File: src/rtl/reg_writeback_queue_if.sv
// Writeback request/response bundle between the execute/load pipes and the
// register-file write port, including the pending-write lookup signals.
interface reg_writeback_queue_if;
  logic        memValid;
  logic [4:0]  memDest;
  logic [31:0] memData;
  logic        memReady;
  logic        aluValid;
  logic [4:0]  aluDest;
  logic [31:0] aluData;
  logic        aluReady;
  logic        hold;
  logic        regWrite;
  logic [4:0]  destReg;
  logic [31:0] writeData;
  logic [4:0]  selA, selB, selC, selD;
  logic        pendA, pendB, pendC, pendD;
  logic        overflow;

  modport slave (
    input  memValid, memDest, memData, aluValid, aluDest, aluData, hold,
           selA, selB, selC, selD,
    output memReady, aluReady, regWrite, destReg, writeData,
           pendA, pendB, pendC, pendD, overflow
  );

  modport master (
    output memValid, memDest, memData, aluValid, aluDest, aluData, hold,
           selA, selB, selC, selD,
    input  memReady, aluReady, regWrite, destReg, writeData,
           pendA, pendB, pendC, pendD, overflow
  );
endinterface

File: src/rtl/reg_writeback_queue.sv
// Circular writeback FIFO merging load-return and ALU results into one
// register-file write port, with pending-write lookup and sticky drop flag.
module reg_writeback_queue #(
  parameter int DEPTH = 4
) (
  input  logic                 clk,
  input  logic                 reset,
  reg_writeback_queue_if.slave bus
);
  localparam int PW = (DEPTH > 1) ? $clog2(DEPTH) : 1;
  localparam int CW = $clog2(DEPTH + 1);

  logic [4:0]    dest_q [DEPTH];
  logic [31:0]   data_q [DEPTH];
  logic [PW-1:0] head, tail, alu_slot;
  logic [CW-1:0] count, free;
  logic          overflow_q;
  logic          mem_ready, alu_ready, mem_push, alu_push, pop;
  logic [PW-1:0] offset [DEPTH];
  logic [4:0]    sel [4];
  logic [3:0]    pend;

  // Outputs are forced to their idle values while reset is held so the
  // write port and lookups never expose state that is about to be cleared.
  always_comb begin
    free      = CW'(DEPTH) - count;
    mem_ready = reset || (free >= CW'(1));
    alu_ready = reset || (bus.memValid ? (free >= CW'(2)) : (free >= CW'(1)));
    mem_push  = !reset && bus.memValid && mem_ready;
    alu_push  = !reset && bus.aluValid && alu_ready;
    pop       = !reset && (count != '0) && !bus.hold;
    alu_slot  = tail + PW'(mem_push);
  end

  always_comb begin
    sel[0] = bus.selA;
    sel[1] = bus.selB;
    sel[2] = bus.selC;
    sel[3] = bus.selD;
    pend   = '0;
    for (int i = 0; i < DEPTH; i++) begin
      offset[i] = PW'(i) - head;
      for (int s = 0; s < 4; s++) begin
        if (!reset && (CW'(offset[i]) < count) && (dest_q[i] == sel[s]))
          pend[s] = 1'b1;
      end
    end
  end

  always_ff @(posedge clk) begin
    if (reset) begin
      head       <= '0;
      tail       <= '0;
      count      <= '0;
      overflow_q <= 1'b0;
      for (int i = 0; i < DEPTH; i++) begin
        dest_q[i] <= '0;
        data_q[i] <= '0;
      end
    end else begin
      // Mem is older than a same-cycle ALU result, so it takes the tail slot.
      if (mem_push) begin
        dest_q[tail] <= bus.memDest;
        data_q[tail] <= bus.memData;
      end
      if (alu_push) begin
        dest_q[alu_slot] <= bus.aluDest;
        data_q[alu_slot] <= bus.aluData;
      end
      if (pop)
        head <= head + PW'(1);
      tail  <= tail + PW'(mem_push) + PW'(alu_push);
      count <= count + CW'(mem_push) + CW'(alu_push) - CW'(pop);
      if ((bus.memValid && !mem_ready) || (bus.aluValid && !alu_ready))
        overflow_q <= 1'b1;
    end
  end

  assign bus.memReady  = mem_ready;
  assign bus.aluReady  = alu_ready;
  assign bus.regWrite  = pop;
  assign bus.destReg   = (!reset && count != '0) ? dest_q[head] : '0;
  assign bus.writeData = (!reset && count != '0) ? data_q[head] : '0;
  assign bus.pendA     = pend[0];
  assign bus.pendB     = pend[1];
  assign bus.pendC     = pend[2];
  assign bus.pendD     = pend[3];
  assign bus.overflow  = overflow_q;
endmodule
File: src/flat_wrapper.sv
// flat-port wrapper written by rule: the top's interface ports become plain ports
module reg_writeback_queue_flat 
#(
  parameter int DEPTH = 4
)
  (clk, reset, bus_memValid, bus_memDest, bus_memData, bus_aluValid, bus_aluDest, bus_aluData, bus_hold, bus_selA, bus_selB, bus_selC, bus_selD, bus_memReady, bus_aluReady, bus_regWrite, bus_destReg, bus_writeData, bus_pendA, bus_pendB, bus_pendC, bus_pendD, bus_overflow);
  reg_writeback_queue_if bus_i ();
  input  logic clk;
  input  logic reset;
  input wire logic [$bits(bus_i.memValid)-1:0] bus_memValid;
  input wire logic [$bits(bus_i.memDest)-1:0] bus_memDest;
  input wire logic [$bits(bus_i.memData)-1:0] bus_memData;
  input wire logic [$bits(bus_i.aluValid)-1:0] bus_aluValid;
  input wire logic [$bits(bus_i.aluDest)-1:0] bus_aluDest;
  input wire logic [$bits(bus_i.aluData)-1:0] bus_aluData;
  input wire logic [$bits(bus_i.hold)-1:0] bus_hold;
  input wire logic [$bits(bus_i.selA)-1:0] bus_selA;
  input wire logic [$bits(bus_i.selB)-1:0] bus_selB;
  input wire logic [$bits(bus_i.selC)-1:0] bus_selC;
  input wire logic [$bits(bus_i.selD)-1:0] bus_selD;
  output wire logic [$bits(bus_i.memReady)-1:0] bus_memReady;
  output wire logic [$bits(bus_i.aluReady)-1:0] bus_aluReady;
  output wire logic [$bits(bus_i.regWrite)-1:0] bus_regWrite;
  output wire logic [$bits(bus_i.destReg)-1:0] bus_destReg;
  output wire logic [$bits(bus_i.writeData)-1:0] bus_writeData;
  output wire logic [$bits(bus_i.pendA)-1:0] bus_pendA;
  output wire logic [$bits(bus_i.pendB)-1:0] bus_pendB;
  output wire logic [$bits(bus_i.pendC)-1:0] bus_pendC;
  output wire logic [$bits(bus_i.pendD)-1:0] bus_pendD;
  output wire logic [$bits(bus_i.overflow)-1:0] bus_overflow;
  assign bus_i.memValid = bus_memValid;
  assign bus_i.memDest = bus_memDest;
  assign bus_i.memData = bus_memData;
  assign bus_i.aluValid = bus_aluValid;
  assign bus_i.aluDest = bus_aluDest;
  assign bus_i.aluData = bus_aluData;
  assign bus_i.hold = bus_hold;
  assign bus_i.selA = bus_selA;
  assign bus_i.selB = bus_selB;
  assign bus_i.selC = bus_selC;
  assign bus_i.selD = bus_selD;
  assign bus_memReady = bus_i.memReady;
  assign bus_aluReady = bus_i.aluReady;
  assign bus_regWrite = bus_i.regWrite;
  assign bus_destReg = bus_i.destReg;
  assign bus_writeData = bus_i.writeData;
  assign bus_pendA = bus_i.pendA;
  assign bus_pendB = bus_i.pendB;
  assign bus_pendC = bus_i.pendC;
  assign bus_pendD = bus_i.pendD;
  assign bus_overflow = bus_i.overflow;
  reg_writeback_queue #(.DEPTH(DEPTH)) u_core (.clk(clk), .reset(reset), .bus(bus_i));
endmodule
File: config.mk
export PLATFORM = sky130hd
export DESIGN_NAME = reg_writeback_queue_flat
export DESIGN_NICKNAME = d
export VERILOG_FILES = /design/src/rtl/reg_writeback_queue_if.sv /design/src/rtl/reg_writeback_queue.sv /design/src/flat_wrapper.sv
export SDC_FILE = /design/constraint.sdc
export NUM_CORES = 1
export LEC_CHECK = 0
export ABC_AREA = 1
export CAP_MARGIN = 20
export CORE_UTILIZATION = 50
export CTS_CLUSTER_DIAMETER = 100
export DETAILED_ROUTE_END_ITERATION = 8
export HOLD_SLACK_MARGIN = 0.12
export PLACE_DENSITY = 0.73
export RECOVER_POWER = 100
export SETUP_SLACK_MARGIN = 0.15
export SLEW_MARGIN = 20
export SYNTH_ARGS = -nofsm -noshare
export SYNTH_HDL_FRONTEND = slang
export SYNTH_SLANG_ARGS = --single-unit
File: constraint.sdc
create_clock -name clk -period 6.16 [get_ports clk]
set_input_delay 0.924 -clock clk [delete_from_list [all_inputs] [get_ports clk]]
set_output_delay 0.924 -clock clk [all_outputs]
set_load 0.03 [all_outputs]
==> impl_metrics.ini, run 1 <==
[outcome]
outcome = finished with violations
violations = capacitance limit, slew limit

[floorplan]
dieHeight_um = 150
die_x_um = 150
die_area_um2 = 22400
ios = 144
coreArea_um2 = 21200
rows = 53
initial_core_util_pct = 51.5

[clock_tree]
cts_resized = 0
cts.path.max_buffers = 2
cts_root_buf = clkbuf_16
cts_max_level = 4
clk_latency_ns = 0.43
postCtsSetupBuffers = 0
cts_tree = done
cts.clk_slew.worst_paths_ns = 0.06
cts_made_buffers = 17
hold_buffers = 0
cts.sinks = 158

[synthesis]
synth_area_um2 = 10900
yosys_warnings = 0
synth_area_per_cell_um2 = 7.14
syn_inst = 1530
synth-seq-cells = 158
ys_types = 26
ys_seq_area_share_pct = 42.5
mappedNetlistNets = 1642

[worst_setup_path]
cp_slowest_stage_delay_ns = 1.01
crit_chain = dlygate4sd3_1, nor2_1, nand2_1, inv_1, ha_1, xnor2_1, inv_1, nor2_1, nand3_1, nand3_1, clkbuf_1
cp_top_family = buffers and inverters
cp_num_buf_inv = 4
arrival_ns = 5.12
start_kind = primary input
crit_fanout = 20
crit_type = in2reg
slowest_stage = clkbuf_1
worstSetupEndpointType = flop
cp_data_required_time_ns = 6.20

[place]
hpwl_mm = 20.6
place.port_buffers = 143
placed_area_um2 = 12400
gp_congestion = 0.871

[global_routing]
antenna_found_initial = 0
grt_pass1_wl_mm = 55.3
grt_pass1_vias = 10251
grt_max_degree = 89
grtUsageTotal_pct = 32.3
gr-total-overflow = 0

[run]
drv_cap = 8

[timing]
finalSetupTns_ns = 0
setup-violations-final = 0
worstMarginPinSlew_ns = 2.33
drv_slew = 333
rsz0062_at_grt = no
hold_viol = 0
fmax_ghz = 0.197
finalCriticalPeriod_ns = 5.08
finalClockSkew_ns = 0.00633
fin_crit_sh_pct = 82.5
max_slew_margin_pct = -55.5

[drt]
drtAntennaViolNets = 0
wl_mm = 35.3
drc = 0
wl_per_cell_um = 18.8
first_pass_iters = 6
viasPerCell = 5.75
first_iter_violations = 1334
vias = 10792

[power_and_ir_drop]
pwr_density_cell_nw_per_um2 = 390
vdd_ir_drop_max_uv = 273
p_leak_nw = 5.88

[cells_and_area]
finalNetCount = 1702
area_growth_pct = 17.7
mostFrequentLayoutCell = nand2_1
antennaDiodeCount = 0
drive_gt1_share_pct = 3.43
stdcell_area_um2 = 12900
final_cell_mix = nand2_1 (447), nor2_1 (322), nand4_1 (148), edfxtp_1 (148), inv_1 (101)

[worst_hold_path]
min_path_type = reg2reg
-- through the flow --
step	std cells	setup slack, ns	hold slack [ns]	total power [mW]	utilization [%]
2_1_floorplan	1530	1.71	0.522	3.20	-
3_3_place_gp	1846	1.68	0.513	3.94	58.2
3_5_place_dp	1846	1.64	0.517	3.97	58.2
4_1_cts	1878	1.64	0.537	5.03	61.0
5_1_grt	1878	0.768	0.608	5.28	60.6
6_report	1878	1.08	0.525	5.02	60.6
-- sequential cells by signal, summed over array words and instances (netlist names), named ones only --
name / flops
u_core.tail: 2
u_core.dest_q: 20
u_core.head: 2
u_core.bus.overflow: 1
u_core.data_q: 128
u_core.count: 3
-- kinds of logic after synthesis --
| group | share of synthesized area (%) |
|---|---|
| AND/OR/NAND/NOR | 36.2 |
| buffers and inverters | 9.16 |
| flip-flops | 42.5 |
| AO/OA/AOI/OAI | 5.99 |
| XOR/XNOR | 4.48 |
| adder cells (fa/ha/maj) | 1.63 |
-- path summary, 6_finish.rpt --
| check | startpoint | end | slack (ns) | depth (start not counted) |
|---|---|---|---|---|
| setup / recovery | reset | u_core.data_q[1][15] | 1.08 | 11 |
| hold / removal | u_core.bus.overflow | u_core.bus.overflow | 0.53 | 2 |
| setup reg to reg | u_core.count[1] | u_core.data_q[1][15] | 1.28 | 15 |
| hold reg to reg | u_core.bus.overflow | u_core.bus.overflow | 0.53 | 2 |
-- synthesized netlist by cell type, drive strengths merged --
| cell | number | area (um2) |
|---|---|---|
| nand3 | 23 | 115 |
| fa | 2 | 40.0 |
| clkbuf | 49 | 184 |
| nand4 | 148 | 926 |
| buf | 76 | 430 |
| nor2 | 326 | 1230 |
| o21ai | 79 | 395 |
| clkinv | 2 | 7.51 |
| or2 | 1 | 6.26 |
| xor2 | 28 | 245 |
| inv | 101 | 379 |
| ha | 11 | 138 |
| o211ai | 1 | 7.51 |
| dfxtp | 10 | 200 |
| a31oi | 1 | 6.26 |
| a21oi | 49 | 245 |
| xnor2 | 27 | 244 |
| edfxtp | 148 | 4440 |
| nand2 | 447 | 1680 |
| nor3 | 1 | 5.00 |
-- area by class of cell --
type,instances,area (um2)
clock buffers,18,429
clock inverters,14,156
fillers,1951,8360
inverters,103,387
multi-input cells,1144,5330
flip-flops and latches,158,4650
well taps,275,344
repair buffers,166,1570
-- worst register-to-register path, stage by stage, from the launching register on --
cell and delay, ns:
dfxtp_1 0.37, inv_1 0.17, ha_1 0.23, ha_1 0.29
inv_1 0.04, nor2_1 0.07, nand2_1 0.12, nand2_1 0.11
inv_1 0.07, ha_1 0.19, xnor2_1 0.53, inv_1 0.19
nor2_1 0.17, nand3_1 0.12, nand3_1 0.79, clkbuf_1 1.02
-- layer usage --
metal | global-route usage [%] | wire length, um
met5 | 0 | 0
met3 | 4.91 | 3810
met2 | 53.2 | 16800
met4 | 12.8 | 795
met1 | 42.7 | 13900
-- report_power, final --
group          total (mW)  internal, mW  switching (mW)
Clock                1.07         0.604           0.463
Combinational        2.19         0.620            1.57
Sequential           1.76          1.57           0.186
Total                5.02          2.80            2.22
No activity file was read; power rests on OpenSTA's default activity.
==> inputs of run 2 (changes only) <==
--- a/config.mk
+++ b/config.mk
@@ -11,7 +11,7 @@
 export CTS_CLUSTER_DIAMETER = 100
 export DETAILED_ROUTE_END_ITERATION = 8
 export HOLD_SLACK_MARGIN = 0.12
-export PLACE_DENSITY = 0.73
+export PLACE_DENSITY = 0.76
 export RECOVER_POWER = 100
 export SETUP_SLACK_MARGIN = 0.15
 export SLEW_MARGIN = 20
==> constraint.sdc (replaced) <==
create_clock -name clk -period 4.58 [get_ports clk]
set_input_delay 0.687 -clock clk [delete_from_list [all_inputs] [get_ports clk]]
set_output_delay 0.687 -clock clk [all_outputs]
set_load 0.03 [all_outputs]
==> run 2 against run 1 <==
The run now ends clean. Worst hold slack lost 0.00073 ns. Clock power grew 40%. Via count is essentially flat. Core utilization grew 0.45 points. Sequential power grew 32%. Critical path type is now in2out. Largest cell class unchanged. Highest routed layer unchanged.
==> impl_metrics.ini, run 2 (same netlist as run 1, synthesis figures left out) <==
[outcome]
outcome = complete, no violations

[global_routing]
gr-total-overflow = 0
grt_max_degree = 133
grtUsageTotal_pct = 30.6
grt_pass1_vias = 10015
antenna_found_initial = 0
grt_pass1_wl_mm = 52.6

[drt]
vias = 10788
dr.max_layer_used = met4
wl_met2_mm = 16.2
first_iter_violations = 1086
wl_per_cell_um = 18.1
wl_mm = 34.1
drc = 0
first_pass_iters = 5
viasPerCell = 5.74
drt-met1-wl_mm = 13.2
wl_met3_mm = 3.64
drtAntennaViolNets = 0

[cells_and_area]
regMostFlops = u_core.data_q
mostFrequentLayoutCell = nand2_1
multiInputGateArea_um2 = 5310
fillers = 1924
layout.cells.non_filler = 1880
drive_gt1_share_pct = 4.36
postLayoutCoreUtil_pct = 61.0
stdcell_area_um2 = 13000
area_growth_pct = 18.6
top_regs = u_core.data_q: 128 flops, u_core.dest_q: 20 flops, u_core.count: 3 flops
finalNetCount = 1706
final_cell_mix = nand2_1 (447), nor2_1 (323), nand4_1 (148), edfxtp_1 (148), inv_1 (100)
antennaDiodeCount = 0
seq_area_um2 = 4650
largest_reg_flops = 128

[power_and_ir_drop]
switchingPower_mw = 2.89
pwr_density_cell_nw_per_um2 = 522
p_comb_share_pct = 43.3
clkPwrFrac_pct = 22.2
p_int_mw = 3.86
switching_share_pct = 42.8
totalPowerFinal_mw = 6.75
p_leak_nw = 5.95
vdd_ir_drop_max_uv = 403
p_seq_share_pct = 34.5

[timing]
hold_viol = 0
layout_setup_ws_ns = 0.650
fin_crit_sh_pct = 85.8
max_slew_margin_pct = 4.75
worstMarginPinSlew_ns = 1.43
finalSetupTns_ns = 0
setup-violations-final = 0
finalCriticalPeriod_ns = 3.93
rsz0062_at_grt = no
fmax_ghz = 0.254
drv_slew = 0
hold_ws_ns = 0.525
finalClockSkew_ns = 0.0102

[floorplan]
ios = 144
coreArea_um2 = 21200
die_area_um2 = 22400
die_x_um = 150
dieHeight_um = 150
initial_core_util_pct = 51.5
rows = 53

[worst_hold_path]
min_path_type = reg2reg
min-delay-start = u_core.bus.overflow

[worst_setup_path]
crit_chain = dlygate4sd3_1, buf_4, or2_2, nor2_1, dlygate4sd3_1
cp_num_buf_inv = 3
start_kind = primary input
worstSetupEndpointType = output pin
crit_type = in2out
cp_slowest_stage_delay_ns = 0.79
cp_top_family = buffers and inverters
crit_fanout = 39
timing.rr.start = u_core.count[1]
crit_path_frequent_cell = dlygate4sd3_1
cp_data_required_time_ns = 3.89
slowest_stage = dlygate4sd3_1
startpoint = reset
arrival_ns = 3.24

[clock_tree]
hold_buffers = 0
cts.clk_slew.worst_paths_ns = 0.06
postCtsSetupBuffers = 0
cts.sinks = 158
cts_made_buffers = 17
cts_resized = 0
cts_max_level = 4
clk_latency_ns = 0.43
cts_tree = done
cts_root_buf = clkbuf_16
cts.path.max_buffers = 2

[place]
gp_congestion = 0.885
hpwl_mm = 20.3
dp.cells = 1850
placed_area_um2 = 12400
place.port_buffers = 143
dp_slack_ns = 0.688

[run]
drv_cap = 0
run 2: cell count changes in the layout (fill, tap and decap cells not counted), moves of 2 or more:
cell | before | now
clkbuf_1 | 10 | 0
buf_4 | 13 | 20
clkbuf_2 | 1 | 5
nand3_2 | 1 | 4
buf_12 | 0 | 2
bufinv_16 | 2 | 4
inv_6 | 4 | 2
nand3_1 | 21 | 19
run 2: power groups by stage:
| stage | sequential [mW] | combinational, mW | clock (mW) |
|---|---|---|---|
| global placement | 2.33 | 2.92 | 0 |
| floorplan | 2.26 | 2.05 | 0 |
| finish | 2.33 | 2.93 | 1.50 |
| detailed placement | 2.35 | 2.96 | 0 |
| CTS | 2.32 | 2.98 | 1.50 |
| global route | 2.36 | 3.19 | 1.56 |
run 2: final cells by class:
type / instances / area share, %
multi-input combinational: 1144 / 41.0
sequential: 158 / 35.9
tap: 275 / 2.66
timing repair buffer: 170 / 12.7
clock inverter: 13 / 1.46
inverter: 103 / 2.98
clock buffer: 17 / 3.28
run 2: final timing paths:
| path | slack [ns] | cells after the start | end |
|---|---|---|---|
| max | 0.65 | 5 | bus_regWrite |
| min | 0.52 | 2 | u_core.bus.overflow |
| max reg2reg | 0.68 | 11 | u_core.data_q[3][15] |
| min reg2reg | 0.52 | 2 | u_core.bus.overflow |
run 2: worst register-to-register path, stage by stage (launching register included):
cell	delay (ns)
dfxtp_1	0.35
inv_1	0.16
ha_1	0.23
ha_1	0.29
inv_1	0.04
nor2_1	0.07
nand2_1	0.11
nand2_1	0.10
buf_4	0.48
nor2_1	0.18
o21ai_2	1.13
buf_4	0.43
run 2: per-layer routing:
layer | vias up | GRT usage (%)
li1 | 5127 | -
met1 | 4875 | 39.7
met2 | 694 | 49.8
met3 | 92 | 5.46
met4 | 0 | 14.0
met5 | - | 0
